**config.mk**
```make
export PLATFORM = sky130hd
export DESIGN_NAME = stage2_pool_engine_flat
export DESIGN_NICKNAME = d
export VERILOG_FILES = /design/src/rtl/stage2_pool_engine_if.sv /design/src/rtl/stage2_pool_engine.sv /design/src/flat_wrapper.sv
export SDC_FILE = /design/constraint.sdc
export NUM_CORES = 1
export LEC_CHECK = 0
export ABC_AREA = 1
export CORE_AREA = 2 2 277 279
export CTS_CLUSTER_DIAMETER = 200
export CTS_CLUSTER_SIZE = 16
export DETAILED_ROUTE_END_ITERATION = 7
export DIE_AREA = 0 0 279 281
export SETUP_SLACK_MARGIN = 0.4
export SYNTH_ARGS = -nofsm -noshare
export SYNTH_HDL_FRONTEND = slang
export SYNTH_SLANG_ARGS = --single-unit
```
**constraint.sdc**
```tcl
create_clock -name clk -period 8.7 [get_ports clk]
set_clock_uncertainty 0.1 [all_clocks]
set_input_delay 1.74 -clock clk [delete_from_list [all_inputs] [get_ports clk]]
set_output_delay 1.74 -clock clk [all_outputs]
set_load 0.01 [all_outputs]
```
**src/rtl/stage2_pool_engine_if.sv**
```systemverilog
// Pixel stream interface for stage2_pool_engine.
//   i_in_valid / i_in_fmap           : input pixel, all CI channels packed, IBW bits each
//   o_ot_valid / o_ot_fmap           : pooled output pixel, same packing
//   o_frame_done                     : pulses with the last pooled pixel of a frame
// master: the side that produces input pixels and consumes pooled pixels.
// slave : the pooling engine.
interface stage2_pool_engine_if #(
  parameter int CI  = 3,
  parameter int IBW = 19
);
  logic              i_in_valid;
  logic [CI*IBW-1:0] i_in_fmap;
  logic              o_ot_valid;
  logic [CI*IBW-1:0] o_ot_fmap;
  logic              o_frame_done;

  modport master (
    output i_in_valid, i_in_fmap,
    input  o_ot_valid, o_ot_fmap, o_frame_done
  );

  modport slave (
    input  i_in_valid, i_in_fmap,
    output o_ot_valid, o_ot_fmap, o_frame_done
  );
endinterface

```
**src/rtl/stage2_pool_engine.sv**
```systemverilog
// stage2_pool_engine: streaming 2x2 / stride-2 pooling over a raster-ordered
// IW x IH feature map, CI channels in parallel, IBW-bit signed samples.
// Ports:
//   clk      : rising-edge clock
//   reset_n  : asynchronous active-low reset
//   bus      : stage2_pool_engine_if.slave (input pixel stream, pooled output
//              stream, frame-done pulse)
// Build option: define ST2_POOL_AVG_EN for 2x2 average pooling (floor); the
// default build does signed max pooling with no adders in the datapath.
module stage2_pool_engine #(
  parameter int CI  = 3,
  parameter int IBW = 19,
  parameter int IW  = 12,
  parameter int IH  = 12
) (
  input logic                  clk,
  input logic                  reset_n,
  stage2_pool_engine_if.slave  bus
);

  // Column counter is kept at least 2 bits so col[CW-1:1] (the line-buffer
  // index) is always a legal slice, even for IW == 2.
  localparam int CW = (IW > 2) ? $clog2(IW) : 2;
  localparam int RW = (IH > 2) ? $clog2(IH) : 1;
  localparam int LD = 2 ** (CW - 1);
`ifdef ST2_POOL_AVG_EN
  localparam int LBW = IBW + 1;
`else
  localparam int LBW = IBW;
`endif

  logic [CW-1:0] col;
  logic [RW-1:0] row;
  logic [CW-2:0] lb_idx;
  logic          col_last;
  logic          row_last;
  logic          fire;
  logic          wr_lb;

  logic signed [IBW-1:0] smp   [CI];
  logic signed [IBW-1:0] pair  [CI];
  logic signed [IBW-1:0] res   [CI];
  logic signed [LBW-1:0] hpair [CI];
  logic signed [LBW-1:0] lb    [CI][LD];
`ifdef ST2_POOL_AVG_EN
  logic signed [IBW+1:0] sum4  [CI];
`endif
  logic [CI*IBW-1:0]     fmap_next;

  assign lb_idx   = col[CW-1:1];
  assign col_last = (col == CW'(IW - 1));
  assign row_last = (row == RW'(IH - 1));
  assign fire     = bus.i_in_valid & col[0] & row[0];
  assign wr_lb    = bus.i_in_valid & col[0] & ~row[0];

  always_comb begin
    fmap_next = '0;
    for (int unsigned c = 0; c < CI; c++) begin
      smp[c] = bus.i_in_fmap[c*IBW +: IBW];
`ifdef ST2_POOL_AVG_EN
      // Sized casts of signed operands sign-extend, so the pair sum and the
      // four-sample sum cannot overflow; >>> 2 then truncation gives floor(sum/4).
      hpair[c] = LBW'(pair[c]) + LBW'(smp[c]);
      sum4[c]  = (IBW+2)'(hpair[c]) + (IBW+2)'(lb[c][lb_idx]);
      res[c]   = IBW'(sum4[c] >>> 2);
`else
      hpair[c] = (pair[c] > smp[c]) ? pair[c] : smp[c];
      res[c]   = (hpair[c] > lb[c][lb_idx]) ? hpair[c] : lb[c][lb_idx];
`endif
      fmap_next[c*IBW +: IBW] = res[c];
    end
  end

  always_ff @(posedge clk or negedge reset_n) begin
    if (!reset_n) begin
      col              <= '0;
      row              <= '0;
      bus.o_ot_valid   <= 1'b0;
      bus.o_frame_done <= 1'b0;
      bus.o_ot_fmap    <= '0;
      for (int unsigned c = 0; c < CI; c++) begin
        pair[c] <= '0;
      end
    end else begin
      bus.o_ot_valid   <= fire;
      bus.o_frame_done <= fire & col_last & row_last;
      if (fire) begin
        bus.o_ot_fmap <= fmap_next;
      end
      if (bus.i_in_valid) begin
        if (col_last) begin
          col <= '0;
          row <= row_last ? '0 : row + 1'b1;
        end else begin
          col <= col + 1'b1;
        end
        if (!col[0]) begin
          for (int unsigned c = 0; c < CI; c++) begin
            pair[c] <= smp[c];
          end
        end
      end
    end
  end

  // Line buffer is not reset: each entry is rewritten on the even row
  // before the odd row reads it.
  always_ff @(posedge clk) begin
    if (wr_lb) begin
      for (int unsigned c = 0; c < CI; c++) begin
        lb[c][lb_idx] <= hpair[c];
      end
    end
  end

endmodule

```
**src/flat_wrapper.sv**
```systemverilog
// flat-port wrapper written by rule: the top's interface ports become plain ports
module stage2_pool_engine_flat 
#(
  parameter int CI  = 3,
  parameter int IBW = 19,
  parameter int IW  = 12,
  parameter int IH  = 12
)
  (clk, reset_n, bus_i_in_valid, bus_i_in_fmap, bus_o_ot_valid, bus_o_ot_fmap, bus_o_frame_done);
  stage2_pool_engine_if #(.CI(CI), .IBW(IBW)) bus_i ();
  input logic clk;
  input logic reset_n;
  input wire logic [$bits(bus_i.i_in_valid)-1:0] bus_i_in_valid;
  input wire logic [$bits(bus_i.i_in_fmap)-1:0] bus_i_in_fmap;
  output wire logic [$bits(bus_i.o_ot_valid)-1:0] bus_o_ot_valid;
  output wire logic [$bits(bus_i.o_ot_fmap)-1:0] bus_o_ot_fmap;
  output wire logic [$bits(bus_i.o_frame_done)-1:0] bus_o_frame_done;
  assign bus_i.i_in_valid = bus_i_in_valid;
  assign bus_i.i_in_fmap = bus_i_in_fmap;
  assign bus_o_ot_valid = bus_i.o_ot_valid;
  assign bus_o_ot_fmap = bus_i.o_ot_fmap;
  assign bus_o_frame_done = bus_i.o_frame_done;
  stage2_pool_engine #(.CI(CI), .IBW(IBW), .IW(IW), .IH(IH)) u_core (.clk(clk), .reset_n(reset_n), .bus(bus_i));
endmodule
```
==> results.toml <==
[logic_synthesis]
synth_ff_type = "edfxtp_1"
syn-cell-area_mm2 = 0.02611
yosysMostFrequentCell = "nand2_1"
synth_seq_cells = 580
ys_async_sr_fraction_pct = 21.38
ys_seq_area_share_pct = 64.33
syn-mean-instance-area_um2 = 10.62
synth_top_area_cell = "edfxtp_1"
synth_edf_count = 456
syn_inst = 2458
synth_common_cells = "nand2_1, edfxtp_1, inv_1"
synth_top_area_share_pct = 52.44
synth_nets = 2634
yosysWarnings = 0
yosys.cell_types.count = 37
synth_area_leaders = "edfxtp_1, dfrtp_1, nand2_1"

[detailed_routing]
wl_per_cell_um = 18.46
viasPerCell = 5.014
met2_length_um = 32930
dr_total_vias = 17850
drt_iter0_drc = 1356
ant_nets = 0
highest_layer = "met4"
wl_met1_um = 28730
first_pass_iters = 5
remaining_drc_errors = 0
routed_wl_um = 65730
met3WireLength_um = 2962

[cts]
root_buffer = "clkbuf_16"
clk_latency_ns = 0.58
cts_resized = 0
clk_pin_slew_ns = 0.08
cts_buffers = 42
holdBufCountCts = 0
htree_levels = 2
cts.sinks = 580
postCtsSetupRepairBufs = 0
cts_tree = "built"
clockBufferDepth = 3

[critical_path]
path_max_fanout = 20
crit_slowest_cell = "nand3b_1"
worstPathArrival_ns = 7.01
crit_path_start_kind = "primary input"
slowest_delay_ns = 0.60
end_kind = "flop"
cp_top_family = "simple AND/OR/NAND/NOR gates"
crit_required_ns = 9.08
crit_top_cell = "nand2_1"
crit_type = "primary input to flop"
cp_num_buf_inv = 4
crit_chain = "clkdlybuf4s50_1 -> inv_1 -> ha_1 -> nand2_1 -> nor4_1 -> nand3b_1 -> nand3_2 -> nand2_1 -> nand2_1 -> ha_1 -> nand2_1 -> nor2_1 -> inv_1 -> nor2_1 -> nand3_1 -> nand4_1 -> nand3_1 -> inv_2 -> nand3_1 -> nand2_1 -> nand2_1"

[global_routing]
grt_start_max_net_pins = 77
grtUsageTotal_pct = 16.65
antenna_found_initial = 1
grt_pass1_wl_um = 101400
gr-total-overflow = 0
grt_pass1_vias = 17680

[final_layout]
seqCellArea_mm2 = 0.01680
n_antenna_cell = 0
layout.nets = 2725
fill_cells = 7097
area_delta_synth_final_pct = 13.07
multi_input_comb_area_mm2 = 0.008138
drive_gt1_share_pct = 5.035

[sta]
setup-violations-final = 0
tightest_slew_ns = 1.116
hold_violations = 0
tns_ns = 0
maxSlewViolCount = 0
maxSlewHeadroom_pct = 25.59
worst_hold_slack_ns = 0.3829
fmax_mhz = 150.8
rsz0062_at_grt = "false"
min_period_ns = 6.631
fin_crit_sh_pct = 76.22

[die]
die_w_um = 279
core_area_mm2 = 0.07544
io_pins = 119
die_h_um = 281
initial_core_util_pct = 34.61
num_rows = 101
dieArea_mm2 = 0.07840

[pwr]
power_density_mw_per_mm2 = 375.6
irDropWorstVdd_mv = 0.2084
leakage_uw = 0.01198

[place]
place_hpwl_um = 39360
place_congestion = 0.8556
numPortBuffers = 118

[worst_hold_path]
hold_path_class = "flop to flop"

[flow_run]
cap_viol_max_count = 0

[outcome]
status = "finished clean"
sequential cells by signal (all words and copies together) (netlist names):
name	count
u_core.col	4
u_core.pair	57
u_core.bus.o_frame_done	1
u_core.bus.o_ot_fmap	57
u_core.bus.o_ot_valid	1
u_core.row	4
u_core.lb	456
layout make-up:
class	instances	share of cell area, %
sequential	580	56.89
multi-input combinational	1571	27.56
clock inverter	2	0.08476
clock buffer	75	4.051
tap	978	4.145
inverter	216	2.755
timing repair buffer	138	4.513
placed cells by master (no fill, tap or decap), drive strengths merged:
master,instances
a21oi,129
nand2,820
clkinv,5
nand4,69
nor2,83
a21o,6
a22oi,59
a211oi,2
clkdlybuf4s50,117
or2,4
nor3,13
nand3,145
o21ai,86
ha,116
o31ai,1
buf,21
dfrtp,124
nand3b,6
edfxtp,456
a31oi,1
inv,213
and2,2
and3,2
a22o,22
a21boi,1
nor4,4
clkbuf,75
layer usage:
layer  GRT usage, %  vias to the layer above
met5              0                        -
met4          4.081                        0
met3          1.787                       82
met2          29.48                      453
met1          21.82                     8696
li1               -                     8620
worst register-to-register path, delay by kind of cell (launching register included):
family                     cells  cell delay, ns
AOI/OAI and AO/OA              2            0.33
adders and majority gates      1            0.24
buffers and inverters          7            2.72
DFF                            1            0.76
and+or+nand+nor               11            1.50
cells by family after synthesis:
kind of cell	share of synthesized area [%]
adders and majority gates	5.558
and+or+nand+nor	18.32
buffers and inverters	4.883
AOI/OAI and AO/OA	6.910
DFF	64.33
worst paths after layout:
kind	startpoint	to	slack, ns	cells after the start
setup / recovery	bus_i_in_fmap[52]	u_core.bus.o_ot_fmap[38]	2.07	21
hold / removal	u_core.bus.o_ot_fmap[21]	u_core.bus.o_ot_fmap[21]	0.38	2
setup reg to reg	u_core.col[1]	u_core.bus.o_ot_fmap[2]	2.98	21
hold reg to reg	u_core.bus.o_ot_fmap[21]	u_core.bus.o_ot_fmap[21]	0.38	2
max in group asynchronous	reset_n	u_core.bus.o_ot_fmap[39]	6.13	2
min in group asynchronous	reset_n	u_core.pair[22]	1.09	1
per-stage QoR:
step	utilization, %	cell area, um^2	std cells	worst slack [ns]	power [uW]
after floorplan	-	26110	2458	0.5433	7636
after global placement	37.52	28300	3483	1.721	9136
after detailed placement	37.52	28300	3483	1.563	9297
after CTS	39.13	29520	3560	2.174	11160
after global routing	39.13	29520	3560	1.567	11940
final	39.13	29520	3560	2.069	11090
power breakdown:
part | internal, uW | switching, uW | total, uW
clock network | 936 | 918 | 1850
registers | 3830 | 242 | 4070
logic | 1630 | 3530 | 5160
(Power assumes the default switching activity.)
